<file path="src/rtl/mem_access_pkg.sv">
// Shared encodings for the memory access unit: request kinds, access sizes, FSM states.
package mem_access_pkg;

    typedef enum logic [1:0] {
        KIND_FETCH = 2'd0,
        KIND_LOAD  = 2'd1,
        KIND_STORE = 2'd2,
        KIND_RSVD  = 2'd3
    } kind_e;

    typedef enum logic [1:0] {
        SZ_BYTE = 2'd0,
        SZ_HALF = 2'd1,
        SZ_WORD = 2'd2,
        SZ_RSVD = 2'd3
    } size_e;

    localparam logic [1:0] ST_IDLE   = 2'd0;
    localparam logic [1:0] ST_ACCESS = 2'd1;
    localparam logic [1:0] ST_RMW_WR = 2'd2;

    // FETCH is always a full word; any other kind with byte/half size needs lane handling.
    function automatic logic is_sub_word(input logic [1:0] kind, input logic [1:0] size);
        return (kind != KIND_FETCH) && ((size == SZ_BYTE) || (size == SZ_HALF));
    endfunction

endpackage

</file>
<file path="src/rtl/mem_access_unit_if.sv">
// Request bus from the control FSM plus the unified memory port of the multicycle core.
interface mem_access_unit_if;
    logic        Req;
    logic [1:0]  Kind;
    logic [1:0]  Size;
    logic        Unsigned;
    logic [31:0] ByteAddr;
    logic [31:0] StoreData;
    logic        Busy;
    logic        Done;
    logic [31:0] Instr;
    logic [31:0] LoadData;
    logic        Fault;
    logic [31:0] FaultAddr;
    logic [31:0] MemAddr;
    logic        MemWe;
    logic [31:0] MemWd;
    logic [31:0] MemRd;

    modport master (
        output Req, Kind, Size, Unsigned, ByteAddr, StoreData, MemRd,
        input  Busy, Done, Instr, LoadData, Fault, FaultAddr, MemAddr, MemWe, MemWd
    );

    modport slave (
        input  Req, Kind, Size, Unsigned, ByteAddr, StoreData, MemRd,
        output Busy, Done, Instr, LoadData, Fault, FaultAddr, MemAddr, MemWe, MemWd
    );
endinterface

</file>
<file path="src/rtl/mem_lane_align.sv">
// Big-endian byte/half lane extraction with sign/zero extension, and sub-word store merge.
module mem_lane_align
    import mem_access_pkg::*;
(
    input  logic [1:0]  addr_lo,
    input  logic [1:0]  size,
    input  logic        is_unsigned,
    input  logic [31:0] mem_rd,
    input  logic [31:0] store_data,
    output logic [31:0] load_data,
    output logic [31:0] merged
);

    logic [7:0]  lane_byte;
    logic [15:0] lane_half;

    always_comb begin
        lane_byte = 8'h00;
        case (addr_lo)
            2'd0: lane_byte = mem_rd[31:24];
            2'd1: lane_byte = mem_rd[23:16];
            2'd2: lane_byte = mem_rd[15:8];
            2'd3: lane_byte = mem_rd[7:0];
        endcase
        lane_half = addr_lo[1] ? mem_rd[15:0] : mem_rd[31:16];
    end

    always_comb begin
        load_data = mem_rd;
        merged    = store_data;
        case (size)
            SZ_BYTE: begin
                load_data = {{24{lane_byte[7] & ~is_unsigned}}, lane_byte};
                merged    = mem_rd;
                case (addr_lo)
                    2'd0: merged[31:24] = store_data[7:0];
                    2'd1: merged[23:16] = store_data[7:0];
                    2'd2: merged[15:8]  = store_data[7:0];
                    2'd3: merged[7:0]   = store_data[7:0];
                endcase
            end
            SZ_HALF: begin
                load_data = {{16{lane_half[15] & ~is_unsigned}}, lane_half};
                merged    = mem_rd;
                if (addr_lo[1]) begin
                    merged[15:0] = store_data[15:0];
                end else begin
                    merged[31:16] = store_data[15:0];
                end
            end
            default: ;
        endcase
    end

endmodule

</file>
<file path="src/rtl/mem_access_unit.sv">
// Request-side front end of the unified instruction/data memory: fetch, load, store with
// sub-word read-modify-write, alignment/range faults, and the Instr/LoadData registers.
//
//   state     | meaning
//   ----------+-----------------------------------------------------------
//   ST_IDLE   | waiting for Req; Done/Fault pulses appear here
//   ST_ACCESS | memory addressed; fetch/load captured, word store written
//   ST_RMW_WR | merged word written back for a byte/half store
module mem_access_unit
    import mem_access_pkg::*;
#(
    parameter int unsigned DEPTH       = 64,
    parameter logic [31:0] RESET_INSTR = 32'h0000_0000
) (
    input  logic              Clk,
    input  logic              Rst_n,
    mem_access_unit_if.slave  bus
);

    logic [1:0]  state_q,  state_d;
    logic [1:0]  kind_q,   kind_d;
    logic [1:0]  size_q,   size_d;
    logic        uns_q,    uns_d;
    logic [1:0]  addr_lo_q, addr_lo_d;
    logic [31:0] idx_q,    idx_d;
    logic [31:0] sdata_q,  sdata_d;
    logic [31:0] merged_q, merged_d;
    logic [31:0] instr_q,  instr_d;
    logic [31:0] load_q,   load_d;
    logic [31:0] faddr_q,  faddr_d;
    logic        done_q,   done_d;
    logic        fault_q,  fault_d;

    logic [31:0] req_idx;
    logic        req_wordlike;
    logic        req_fault;
    logic        sub_store;
    logic [31:0] lane_load;
    logic [31:0] lane_merged;

    mem_lane_align u_lane_align (
        .addr_lo     (addr_lo_q),
        .size        (size_q),
        .is_unsigned (uns_q),
        .mem_rd      (bus.MemRd),
        .store_data  (sdata_q),
        .load_data   (lane_load),
        .merged      (lane_merged)
    );

    always_comb begin
        req_idx      = {2'b00, bus.ByteAddr[31:2]};
        req_wordlike = !is_sub_word(bus.Kind, bus.Size);
        req_fault    = (bus.Kind == KIND_RSVD)
                    || (req_idx >= DEPTH)
                    || (req_wordlike && (bus.ByteAddr[1:0] != 2'b00))
                    || (!req_wordlike && (bus.Size == SZ_HALF) && bus.ByteAddr[0]);
        sub_store    = (kind_q == KIND_STORE) && is_sub_word(kind_q, size_q);
    end

    always_comb begin
        state_d   = state_q;
        kind_d    = kind_q;
        size_d    = size_q;
        uns_d     = uns_q;
        addr_lo_d = addr_lo_q;
        idx_d     = idx_q;
        sdata_d   = sdata_q;
        merged_d  = merged_q;
        instr_d   = instr_q;
        load_d    = load_q;
        faddr_d   = faddr_q;
        done_d    = 1'b0;
        fault_d   = 1'b0;

        case (state_q)
            ST_IDLE: begin
                if (bus.Req) begin
                    if (req_fault) begin
                        fault_d = 1'b1;
                        faddr_d = bus.ByteAddr;
                    end else begin
                        state_d   = ST_ACCESS;
                        kind_d    = bus.Kind;
                        size_d    = bus.Size;
                        uns_d     = bus.Unsigned;
                        addr_lo_d = bus.ByteAddr[1:0];
                        idx_d     = req_idx;
                        sdata_d   = bus.StoreData;
                    end
                end
            end
            ST_ACCESS: begin
                if (kind_q == KIND_FETCH) begin
                    instr_d = bus.MemRd;
                end
                if (kind_q == KIND_LOAD) begin
                    load_d = lane_load;
                end
                if (sub_store) begin
                    merged_d = lane_merged;
                    state_d  = ST_RMW_WR;
                end else begin
                    state_d = ST_IDLE;
                    done_d  = 1'b1;
                end
            end
            ST_RMW_WR: begin
                state_d = ST_IDLE;
                done_d  = 1'b1;
            end
            default: state_d = ST_IDLE;
        endcase
    end

    always_ff @(posedge Clk or negedge Rst_n) begin
        if (!Rst_n) begin
            state_q   <= ST_IDLE;
            kind_q    <= 2'b00;
            size_q    <= 2'b00;
            uns_q     <= 1'b0;
            addr_lo_q <= 2'b00;
            idx_q     <= 32'h0;
            sdata_q   <= 32'h0;
            merged_q  <= 32'h0;
            instr_q   <= RESET_INSTR;
            load_q    <= 32'h0;
            faddr_q   <= 32'h0;
            done_q    <= 1'b0;
            fault_q   <= 1'b0;
        end else begin
            state_q   <= state_d;
            kind_q    <= kind_d;
            size_q    <= size_d;
            uns_q     <= uns_d;
            addr_lo_q <= addr_lo_d;
            idx_q     <= idx_d;
            sdata_q   <= sdata_d;
            merged_q  <= merged_d;
            instr_q   <= instr_d;
            load_q    <= load_d;
            faddr_q   <= faddr_d;
            done_q    <= done_d;
            fault_q   <= fault_d;
        end
    end

    // Write strobe decodes straight from state so an async reset kills it mid-write.
    always_comb begin
        bus.MemWe = 1'b0;
        bus.MemWd = 32'h0;
        if (state_q == ST_RMW_WR) begin
            bus.MemWe = 1'b1;
            bus.MemWd = merged_q;
        end else if ((state_q == ST_ACCESS) && (kind_q == KIND_STORE) && !sub_store) begin
            bus.MemWe = 1'b1;
            bus.MemWd = sdata_q;
        end
    end

    assign bus.MemAddr   = idx_q;
    assign bus.Busy      = (state_q != ST_IDLE);
    assign bus.Done      = done_q;
    assign bus.Fault     = fault_q;
    assign bus.Instr     = instr_q;
    assign bus.LoadData  = load_q;
    assign bus.FaultAddr = faddr_q;

endmodule

</file>
<file path="src/flat_wrapper.sv">
// flat-port wrapper written by rule: the top's interface ports become plain ports
module mem_access_unit_flat import mem_access_pkg::*;
#(
    parameter int unsigned DEPTH       = 64,
    parameter logic [31:0] RESET_INSTR = 32'h0000_0000
)
  (Clk, Rst_n, bus_Req, bus_Kind, bus_Size, bus_Unsigned, bus_ByteAddr, bus_StoreData, bus_MemRd, bus_Busy, bus_Done, bus_Instr, bus_LoadData, bus_Fault, bus_FaultAddr, bus_MemAddr, bus_MemWe, bus_MemWd);
  mem_access_unit_if bus_i ();
  input  logic Clk;
  input  logic Rst_n;
  input wire logic [$bits(bus_i.Req)-1:0] bus_Req;
  input wire logic [$bits(bus_i.Kind)-1:0] bus_Kind;
  input wire logic [$bits(bus_i.Size)-1:0] bus_Size;
  input wire logic [$bits(bus_i.Unsigned)-1:0] bus_Unsigned;
  input wire logic [$bits(bus_i.ByteAddr)-1:0] bus_ByteAddr;
  input wire logic [$bits(bus_i.StoreData)-1:0] bus_StoreData;
  input wire logic [$bits(bus_i.MemRd)-1:0] bus_MemRd;
  output wire logic [$bits(bus_i.Busy)-1:0] bus_Busy;
  output wire logic [$bits(bus_i.Done)-1:0] bus_Done;
  output wire logic [$bits(bus_i.Instr)-1:0] bus_Instr;
  output wire logic [$bits(bus_i.LoadData)-1:0] bus_LoadData;
  output wire logic [$bits(bus_i.Fault)-1:0] bus_Fault;
  output wire logic [$bits(bus_i.FaultAddr)-1:0] bus_FaultAddr;
  output wire logic [$bits(bus_i.MemAddr)-1:0] bus_MemAddr;
  output wire logic [$bits(bus_i.MemWe)-1:0] bus_MemWe;
  output wire logic [$bits(bus_i.MemWd)-1:0] bus_MemWd;
  assign bus_i.Req = bus_Req;
  assign bus_i.Kind = bus_Kind;
  assign bus_i.Size = bus_Size;
  assign bus_i.Unsigned = bus_Unsigned;
  assign bus_i.ByteAddr = bus_ByteAddr;
  assign bus_i.StoreData = bus_StoreData;
  assign bus_i.MemRd = bus_MemRd;
  assign bus_Busy = bus_i.Busy;
  assign bus_Done = bus_i.Done;
  assign bus_Instr = bus_i.Instr;
  assign bus_LoadData = bus_i.LoadData;
  assign bus_Fault = bus_i.Fault;
  assign bus_FaultAddr = bus_i.FaultAddr;
  assign bus_MemAddr = bus_i.MemAddr;
  assign bus_MemWe = bus_i.MemWe;
  assign bus_MemWd = bus_i.MemWd;
  mem_access_unit #(.DEPTH(DEPTH), .RESET_INSTR(RESET_INSTR)) u_core (.Clk(Clk), .Rst_n(Rst_n), .bus(bus_i));
endmodule
</file>
<file path="config.mk">
export PLATFORM = sky130hd
export DESIGN_NAME = mem_access_unit_flat
export DESIGN_NICKNAME = d
export VERILOG_FILES = /design/src/rtl/mem_access_pkg.sv /design/src/rtl/mem_access_unit_if.sv /design/src/rtl/mem_lane_align.sv /design/src/rtl/mem_access_unit.sv /design/src/flat_wrapper.sv
export SDC_FILE = /design/constraint.sdc
export NUM_CORES = 1
export LEC_CHECK = 0
export BUFFER_PORTS_ARGS = -buffer_cell sky130_fd_sc_hd__buf_2
export CAP_MARGIN = 40
export CORE_AREA = 3 3 135 137
export DETAILED_ROUTE_END_ITERATION = 8
export DIE_AREA = 0 0 138 140
export PLACE_DENSITY_LB_ADDON = 0.3
export SYNTH_ARGS = -nofsm -noshare
export SYNTH_HDL_FRONTEND = slang
export SYNTH_SLANG_ARGS = --single-unit
</file>
<file path="constraint.sdc">
create_clock -name Clk -period 2.7 [get_ports Clk]
set_input_delay 0.135 -clock Clk [delete_from_list [all_inputs] [get_ports Clk]]
set_output_delay 0.135 -clock Clk [all_outputs]
set_load 0.03 [all_outputs]
</file>
==> run_results.csv <==
group,metric,value,unit
placed_design,dp_hpwl,17300,µm
yosys,synth.area.mux_share,0.182,
cts,h-tree-depth,1,
worst_setup_path,cp-end-kind,"output port",
drt,drc_errors,0,
sta,rsz0062_at_grt,"no",
drt,drt-vias-per-instance,5.43,
yosys,synth-adder-area-share,0.00424,
cts,cts_setup_buffers,0,
yosys,synth_simple_gate_area_frac,0.109,
yosys,synth_edf_count,0,
drt,routedWlPerCell,19.7,µm
cells_and_area,area_delta_synth_final,37.0,%
sta,finalCritPeriodShare,0.909,
flow_run,drv_cap,0,
yosys,syn_area,8850,µm²
drt,drtIter0Drc,404,
cts,cts_root_buf,"clkbuf_16",
worst_setup_path,crit_required,2.57,ns
yosys,synth.distinct_cells,48,
drt,num_vias,7364,
worst_setup_path,cp-start-kind,"flop",
cells_and_area,n_antenna_cell,0,
pwr,irDropWorstVdd,509,µV
sta,fin_ws,0.245,ns
worst_setup_path,path_max_fanout,33,
pwr,pwr-share-comb,0.095,
sta,fin_skew,0.0194,ns
yosys,synth_most_common_cell,"dfrtp_1",
pwr,p_clk_frac,0.439,
cts,numCtsBuffers,22,
pwr,power_frac_seq,0.466,
worst_setup_path,reg2reg_slack,0.56,ns
worst_setup_path,reg2reg_from,"u_core.addr_lo_q[0]$_DFFE_PN0P_",
cts,path_clk_slew,0.06,ns
yosys,synth_top_family_by_area,"multiplexers",
sta,slew_headroom,0.561,
placed_design,place_congestion,0.855,
floorplan,die_h,140,µm
worst_setup_path,crit_type,"flop to output port",
yosys,synth_largest_type_area_fraction,0.569,
cells_and_area,drive_above_1_share,0.332,
pwr,p_sw,1.56,mW
yosys,syn_inst,762,
pwr,power.leakage,6.23,nW
grt,grt.total_usage,0.273,
sta,tns,0,ns
grt,grt_start_max_net_pins,78,
sta,finalSetupViolCount,0,
floorplan,die_w,138,µm
floorplan,coreArea,17200,µm²
yosys,synth_common_cells,"dfrtp_1, nor2_1, nand2_1",
cells_and_area,final_area,12100,µm²
sta,finalHoldViolations,0,
pwr,internal_power,5.13,mW
floorplan,io_pins,268,
sta,period_needed,2.46,ns
yosys,ys_seq_elements,201,
drt,drtPass1Iterations,5,
placed_design,placed_area,10400,µm²
floorplan,row_count,48,
worst_setup_path,worstPathArrival,2.32,ns
yosys,avgSynthCellArea,11.6,µm²
yosys,ys.flop_type,"dfrtp_1",
yosys,ys_seq_area_frac,0.569,
worst_hold_path,holdPathEnd,"u_core.bus.Instr[7]$_DFFE_PN0P_",
worst_setup_path,r2r_end,"u_core.bus.LoadData[20]$_DFFE_PN0P_",
worst_setup_path,reg2reg_depth,5,
pwr,power.density,552,nW/µm²
cts,clockBufferDepth,3,
grt,grt_pass1_wl,42700,µm
floorplan,start_util,0.515,
worst_hold_path,min_path_cells,2,
sta,worst_slew_pin_slew,0.659,ns
worst_hold_path,hold_start,"bus_MemRd[7]",
drt,drt_wl_total,26700,µm
placed_design,dp_worst_setup_slack,0.350,ns
floorplan,die_area,19300,µm²
run_status,outcome,"completed",
grt,grt.overflow.total,0,
cts,clock_latency,0.51,ns
yosys,yosys_warnings,0,
cells_and_area,postLayoutCoreUtil,0.706,
cells_and_area,nNetsFinal,1228,
grt,grt_pass1_vias,7827,
yosys,yosysTopAreaCell,"dfrtp_1",
yosys,post_synth_xor_area_fraction,0,
cts,cts.sinks,201,
placed_design,io_buffer_count,265,
grt,antenna_found_initial,0,
pwr,switching_share,0.233,
worst_hold_path,hold_class,"input port to flop",
yosys,synth-compound-area-share,0.0984,
cts,cts_tree,"built",
sta,drv_slew,0,
yosys,synth_area_leaders,"dfrtp_1, mux2_2, mux2i_1",
drt,antenna_left,0,
yosys,async_reset_ff_frac,1.00,
sta,max_freq,0.407,GHz
## logic make-up after synthesis
kind of cell             count (synthesis)
buffers and inverters                   63
adder cells (fa/ha/maj)                  3
flip-flops                             201
AND/OR/NAND/NOR                        212
AO/OA/AOI/OAI                          133
multiplexers                           149
other                                    1
## cells in the final DEF, fill, tap and decap left out, types with 3 or more instances in the layout
cell type      Yosys  final
a22oi_1            9      9
nor2_1            75     75
o22ai_1            9      9
a22o_1            12     12
inv_1             10     10
nor4_1             7      7
or3_1              6      6
buf_4              7     15
mux2_2            51     51
buf_2              8    264
mux2_1            46     46
o21ai_0           32     32
nor2b_1           27     26
clkbuf_1          27      5
clkinv_2           0      3
o41ai_1            8      8
a31oi_1            9      8
mux2i_1           52     52
dlygate4sd3_1      0    102
nor3_1             9      9
clkbuf_8           0      3
nand2_1           70     70
clkbuf_16          0     23
a21o_1             7      7
buf_12             0      5
and2_1             7      7
a2111oi_0          6      6
dfrtp_1          201    201
a21oi_1           31     31
## power by group through the flow
stage               Sequential (mW)  Clock, mW  Combinational (mW)
floorplan                      3.28          0               0.105
finish                         3.11       2.94               0.635
detailed placement             3.16          0               0.515
CTS                            3.11       2.99               0.629
global placement               3.16          0               0.508
global route                   3.12       3.11               0.679
## area by class of cell
| cell class | count | area (µm²) |
|---|---|---|
| fill | 1245 | 5060 |
| sequential | 201 | 5030 |
| inverter | 10 | 37.5 |
| clock inverter | 5 | 75.1 |
| clock buffer | 30 | 622 |
| timing repair buffer | 387 | 2570 |
| tap | 225 | 282 |
| multi-input combinational | 499 | 3510 |
## how the worst max path moves through the flow
stage                                   from  cells after the start  slack [ns]                             end
2_1_floorplan  u_core.state_q[0]$_DFFE_PN0P_                      6        0.71                   bus_MemWd[10]
3_3_place_gp                bus_ByteAddr[17]                      7        0.42  u_core.sdata_q[16]$_DFFE_PN0P_
5_1_grt        u_core.state_q[1]$_DFFE_PN0P_                      7        0.06                    bus_MemWd[9]
6_report       u_core.state_q[1]$_DFFE_PN0P_                      7        0.24                    bus_MemWd[9]
4_1_cts        u_core.state_q[1]$_DFFE_PN0P_                      7        0.24                    bus_MemWd[9]
3_5_place_dp                bus_ByteAddr[17]                      7        0.35  u_core.sdata_q[30]$_DFFE_PN0P_
## routing by layer
metal / GRT usage / vias up / wire length [µm]
met3: 0.0673 / 84 / 2070
met5: 0 / - / 0
li1: - / 3399 / -
met2: 0.463 / 332 / 13000
met1: 0.343 / 3549 / 10600
met4: 0.0998 / 0 / 1030
## critical path, cell delays in order (launching register included)
cell,delay (ns)
dfrtp_1,0.39
inv_1,0.10
ha_1,0.21
nor2b_1,0.26
a31oi_2,0.11
buf_4,0.29
nor2_1,0.24
buf_2,0.24
## stage by stage
step           std cells  power (mW)  hold slack, ns
2_1_floorplan        763        3.39          -0.161
5_1_grt             1357        6.90          0.0254
3_5_place_dp        1220        3.68           0.185
3_3_place_gp        1220        3.67           0.181
4_1_cts             1357        6.73          0.0157
6_report            1357        6.69          0.0284
## timing repair
action | in CTS | in global routing
setup endpoints to repair | 0 | 0
hold endpoints to repair | 190 | 0
hold buffers | 102 | 0
resized for setup | 0 | 0
## flip-flops by register name, indices dropped and copies added, names as in the netlist
signal,cells
u_core.size_q,2
u_core.bus.FaultAddr,32
u_core.bus.LoadData,32
u_core.kind_q,2
u_core.state_q,2
u_core.sdata_q,32
u_core.bus.Fault,1
u_core.bus.Instr,32
u_core.addr_lo_q,2
u_core.uns_q,1
u_core.bus.MemAddr,30
u_core.merged_q,32
u_core.bus.Done,1
(Power assumes the default switching activity.)
